$ cat config.mk
export PLATFORM = sky130hd
export DESIGN_NAME = uart_frame_parser
export DESIGN_NICKNAME = d
export VERILOG_FILES = /design/src/rtl/uart_frame_parser.sv
export SDC_FILE = /design/constraint.sdc
export NUM_CORES = 1
export LEC_CHECK = 0
export CAP_MARGIN = 40
export CORE_MARGIN = 2
export CORE_UTILIZATION = 34
export DETAILED_ROUTE_END_ITERATION = 12
export HOLD_SLACK_MARGIN = 0.06
export PLACE_DENSITY = 0.57
export SETUP_SLACK_MARGIN = 0.4
export SLEW_MARGIN = 20
export SYNTH_ARGS = -nofsm -noshare
export SYNTH_HDL_FRONTEND = slang
export SYNTH_SLANG_ARGS = --single-unit
export TNS_END_PERCENT = 10
$ cat constraint.sdc
create_clock -name clk -period 2.65 [get_ports clk]
set_clock_uncertainty 0.1 [all_clocks]
set_input_delay 0.53 -clock clk [delete_from_list [all_inputs] [get_ports clk]]
set_output_delay 0.53 -clock clk [all_outputs]
set_load 0.01 [all_outputs]
$ cat src/rtl/uart_frame_parser.sv
// Extracts SYNC/LEN/payload/XOR-checksum frames from the UART RX word stream.
// All outputs registered, one cycle after the causing word; no back-pressure.
module uart_frame_parser #(
  parameter int                   DATA_BITS      = 8,
  parameter int                   MAX_PAYLOAD    = 16,
  parameter logic [DATA_BITS-1:0] SYNC_WORD      = DATA_BITS'(8'hAA),
  parameter int                   TIMEOUT_CYCLES = 100000
) (
  input  logic                 clk,
  input  logic                 reset,
  input  logic [DATA_BITS-1:0] rx_data,
  input  logic                 rx_valid,
  output logic [DATA_BITS-1:0] payload_data,
  output logic                 payload_valid,
  output logic [((MAX_PAYLOAD > 1) ? $clog2(MAX_PAYLOAD) : 1)-1:0] payload_index,
  output logic                 frame_done,
  output logic                 frame_error,
  output logic [1:0]           error_code,
  output logic                 busy
);

  localparam int IW = (MAX_PAYLOAD > 1) ? $clog2(MAX_PAYLOAD) : 1;
  localparam int TW = (TIMEOUT_CYCLES > 1) ? $clog2(TIMEOUT_CYCLES) : 1;
  localparam logic [TW-1:0] TLAST = TW'((TIMEOUT_CYCLES > 0) ? TIMEOUT_CYCLES - 1 : 0);
  localparam logic [DATA_BITS-1:0] MAXLEN = DATA_BITS'(MAX_PAYLOAD);

  typedef enum logic [1:0] {IDLE, LEN, PAYLOAD, CHKSUM} state_t;

  state_t               state_q, state_d;
  logic [DATA_BITS-1:0] len_q, len_d;
  logic [DATA_BITS-1:0] csum_q, csum_d;
  logic [IW-1:0]        cnt_q, cnt_d;
  logic [TW-1:0]        timer_q, timer_d;
  logic [DATA_BITS-1:0] pdata_q, pdata_d;
  logic [IW-1:0]        pidx_q, pidx_d;
  logic                 pvld_q, pvld_d;
  logic                 done_q, done_d;
  logic                 err_q, err_d;
  logic [1:0]           code_q, code_d;
  logic                 timeout_hit;

  // Expiry only counts on a cycle with no word; an arriving word always wins.
  assign timeout_hit = (TIMEOUT_CYCLES != 0) && (state_q != IDLE) && !rx_valid &&
                       (timer_q == TLAST);

  always_comb begin
    state_d = state_q;
    len_d   = len_q;
    csum_d  = csum_q;
    cnt_d   = cnt_q;
    timer_d = timer_q;
    pdata_d = pdata_q;
    pidx_d  = pidx_q;
    code_d  = code_q;
    pvld_d  = 1'b0;
    done_d  = 1'b0;
    err_d   = 1'b0;

    case (state_q)
      IDLE: begin
        timer_d = '0;
        if (rx_valid && rx_data == SYNC_WORD) state_d = LEN;
      end
      LEN: begin
        if (rx_valid) begin
          if (rx_data == '0 || rx_data > MAXLEN) begin
            err_d   = 1'b1;
            code_d  = 2'b01;
            state_d = IDLE;
          end else begin
            len_d   = rx_data;
            csum_d  = rx_data;
            cnt_d   = '0;
            state_d = PAYLOAD;
          end
        end
      end
      PAYLOAD: begin
        if (rx_valid) begin
          pvld_d  = 1'b1;
          pdata_d = rx_data;
          pidx_d  = cnt_q;
          csum_d  = csum_q ^ rx_data;
          cnt_d   = cnt_q + 1'b1;
          if (DATA_BITS'(cnt_q) == len_q - 1'b1) state_d = CHKSUM;
        end
      end
      default: begin
        if (rx_valid) begin
          if (rx_data == csum_q) begin
            done_d = 1'b1;
          end else begin
            err_d  = 1'b1;
            code_d = 2'b10;
          end
          state_d = IDLE;
        end
      end
    endcase

    if (state_q != IDLE) begin
      if (rx_valid) begin
        timer_d = '0;
      end else if (timeout_hit) begin
        err_d   = 1'b1;
        code_d  = 2'b11;
        state_d = IDLE;
        timer_d = '0;
      end else begin
        timer_d = timer_q + 1'b1;
      end
    end
  end

  always_ff @(posedge clk or posedge reset) begin
    if (reset) begin
      state_q <= IDLE;
      len_q   <= '0;
      csum_q  <= '0;
      cnt_q   <= '0;
      timer_q <= '0;
      pdata_q <= '0;
      pidx_q  <= '0;
      pvld_q  <= 1'b0;
      done_q  <= 1'b0;
      err_q   <= 1'b0;
      code_q  <= 2'b00;
    end else begin
      state_q <= state_d;
      len_q   <= len_d;
      csum_q  <= csum_d;
      cnt_q   <= cnt_d;
      timer_q <= timer_d;
      pdata_q <= pdata_d;
      pidx_q  <= pidx_d;
      pvld_q  <= pvld_d;
      done_q  <= done_d;
      err_q   <= err_d;
      code_q  <= code_d;
    end
  end

  assign payload_data  = pdata_q;
  assign payload_valid = pvld_q;
  assign payload_index = pidx_q;
  assign frame_done    = done_q;
  assign frame_error   = err_q;
  assign error_code    = code_q;
  assign busy          = (state_q != IDLE);

endmodule

==> results.md <==
- Core Area: 0.00809 mm^2
- Mux cell area share after synthesis: 0.0201
- CTS Buffer Depth: 2
- GRT Resource Usage Total: 0.153
- Post-Synth XOR/XNOR Area: 0.0935
- Status: finished, final reports clean
- Io pins: 29
- Power Density: between 400 and 500 mW/mm^2
- Hold Path Stages: 1
- GPL Wtd Cong: 0.832
- Row cnt: 33
- Root buffer cell: clkbuf_8
- Top-area cell type share of the netlist area: 0.501
- Clock buffer count from CTS: 5
- Synth Instances: between 200 and 300
- CTS tree: yes
- IO Port Bufs: 28
- WP data required: 2.02 ns
- Worst slew pin tran: ~0.56 ns
- Htree depth: 2
- ANT nets after route: 0
- VDD IR-drop max: 0.237 mV
- Die Footprint: 0.00897 mm^2
- Routed WL per cell: 14.0 um
- Sequential element share of the synthesized area: 0.501
- Nets: 344
- Final setup violation count: 0
- Reg-to-reg slack, setup: ~0.76 ns
- Main combinational cell family by area after synthesis: simple AND/OR/NAND/NOR gates
- 1st-iter DRT viols: 103
- Mapped Nets: 309
- Ant. Diodes: 0
- Post-CTS Hold Buffers: 0
- Reg2Reg Launch Point: timer_q[0]
- Capturing point of the worst reg2reg path: frame_error
- Area added between synthesis and finish: 20.4%
- Static leakage: 1.48 nW
- Post-synthesis adder-cell area fraction: 0.0134
- Critical path data arrival time: 1.47 ns
- Post-layout util: 0.416
- Ys Warns: 0
- Post-synthesis compound-gate area fraction: 0.0944
- Reg2Reg Depth: 6
- Die height: between 90 and 100 um
- Post-CTS setup buffers: 0
- Mean Syn Cell Area: between 9 and 10 um^2
- HPWL after DPL: 4410 um
- Final setup TNS: 0 ns
- Gr ovfl total: 0
- Slew Limit Fails: 0
- HP Start: timer_q[0]
- Nature of the critical path startpoint: register
- Antenna violations before repair: 0
- Fraction of layout cells with a size suffix above 1: 0.109
- Final hold vios: 0
- Cell variety after synth: 48
- Hold EP: timer_q[0]
- First-pass GRT wire length: 10600 um
- Initial core utilization: 0.346
- Crit-path max FO: 4
- Fill count: 821
- Tmin final: 2.10 ns
- RSZ-0062 raised after global routing: no
- Vias/cell: 4.80
- Hold WC Path Type: reg -> reg
- Cell taking the most area after synthesis: dfrtp_1
- Post-synthesis simple-gate area fraction: 0.236
- Top cells by area, synth: dfrtp_1, xnor2_1, nand2_1, nor2_1, nand3_1
- Via count: 2091
- Crit Path Class: reg -> out
- PostCTS Resize Cnt: 0
- Pin count of the biggest net entering global routing: 33
- FMAX: 476 MHz
- Register clock-pin slew on the reported worst setup and hold paths: approximately 0.10 ns
- Vias in the first global route: 2128
- Routed wire length: a little over 6000 um
- Slew Limit Headroom: 0.629
- Yosys reg bits: 56
- Pre-antenna DRT Iters: 4
- DRC viols: 0
- Crit end category: output port
- Num Clock Sinks: 56
- Period utilization: 0.794
- Mapped Area: 0.00280 mm^2
- Clock latency on the worst-skew pair: 0.33 ns
- Die width: 94.7 um
- Max_cap viols: 0
==> cell type report <==
class / count / area, um^2 / share of cell area
Inverter: 11 / 41.3 / 0.0123
Clock inverter: 3 / 33.8 / 0.0100
Multi-Input combinational cell: 214 / 1280 / 0.380
Clock buffer: 5 / 68.8 / 0.0204
Timing Repair Buffer: 42 / 410 / 0.122
Tap cell: 105 / 131 / 0.0390
Sequential cell: 56 / 1400 / 0.416
==> cells by family after synthesis <==
logic type,Yosys count
DFF,56
muxes,5
buffers and inverters,25
xor gates and xnor gates,29
adders and majority gates,3
and+or+nand+nor,133
AOI/OAI and AO/OA,44
==> layout by cell type, fill, tap and decap left out, types with 3 or more instances in the layout <==
| cell type | count |
|---|---|
| o21ai_0 | 13 |
| nand3_1 | 17 |
| and2_1 | 4 |
| xnor2_1 | 21 |
| mux2_2 | 3 |
| clkdlybuf4s50_1 | 28 |
| inv_1 | 9 |
| nand2_1 | 48 |
| xor2_1 | 7 |
| nand4_1 | 9 |
| clkbuf_8 | 5 |
| and3_1 | 5 |
| a21oi_1 | 16 |
| ha_1 | 3 |
| buf_4 | 12 |
| nor3_1 | 7 |
| nor2_1 | 27 |
| dfrtp_1 | 56 |
==> synthesized netlist by cell type (all sizes together) <==
cell type	count
or4	2
and4	1
clkbuf	5
nor4	2
nand3	17
a211oi	1
a31o	2
o21bai	1
and2	5
xnor2	22
nor2	27
dfrtp	56
or2	2
a21o	2
or3	1
o311ai	1
clkinv	1
nand2	48
a31oi	2
nor4b	1
nand3b	2
inv	10
buf	9
xor2	7
o21ai	14
a21oi	17
nand4	9
a2bb2oi	1
and3	5
ha	3
o31ai	1
mux2	5
o22ai	1
nor3	7
a211o	1
nand4b	1
nand2b	1
nor3b	2
==> critical path, cell delays in order, from the launching register on <==
cell             delay [ns]
dfrtp_1                0.39
or2_4                  0.28
clkdlybuf4s50_1        0.49
==> layer usage <==
metal  track usage  vias up  part of all wire
met5             0        -                 0
li1              -     1068                 -
met4        0.0399        0             0.012
met1         0.216      990              0.50
met2         0.240       27              0.47
met3        0.0303        6             0.026
==> worst max-delay path by stage <==
| stage | slack, ns | cells past startpoint | from | endpoint |
|---|---|---|---|---|
| after floorplan | 0.61 | 6 | rx_data[1] | len_q[2] |
| after global placement | 0.24 | 7 | rx_data[3] | state_q[0] |
| final | 0.55 | 2 | state_q[0] | busy |
| after detailed placement | 0.22 | 7 | rx_data[3] | state_q[0] |
| after global routing | 0.47 | 7 | rx_data[3] | state_q[0] |
| after CTS | 0.53 | 2 | state_q[0] | busy |
==> through the flow <==
step | hold slack (ns) | power (mW) | area (um^2) | setup WS, ns | instances
finish | 0.390 | 1.53 | 3370 | 0.547 | 436
global route | 0.413 | 1.60 | 3370 | 0.472 | 436
CTS | 0.392 | 1.55 | 3370 | 0.529 | 436
detailed placement | 0.365 | 1.03 | 3260 | 0.217 | 428
global placement | 0.361 | 1.03 | 3260 | 0.243 | 428
floorplan | 0.355 | 0.961 | 2800 | 0.613 | 295
==> report_power, final <==
group | switching, mW | internal, mW | leakage (nW) | total [mW]
Clock | 0.316 | 0.200 | 0.0515 | 0.516
Combinational | 0.0664 | 0.0619 | 0.657 | 0.128
Sequential | 0.0134 | 0.869 | 0.770 | 0.882
Total | 0.396 | 1.13 | 1.48 | 1.53
==> sequential cells by signal, summed over array words and instances, names as in the netlist, 2 cells and up <==
signal / count
len_q: 8
error_code: 2
csum_q: 8
timer_q: 17
payload_data: 8
cnt_q: 4
payload_index: 4
state_q: 2
No activity file was read; power rests on OpenSTA's default activity.
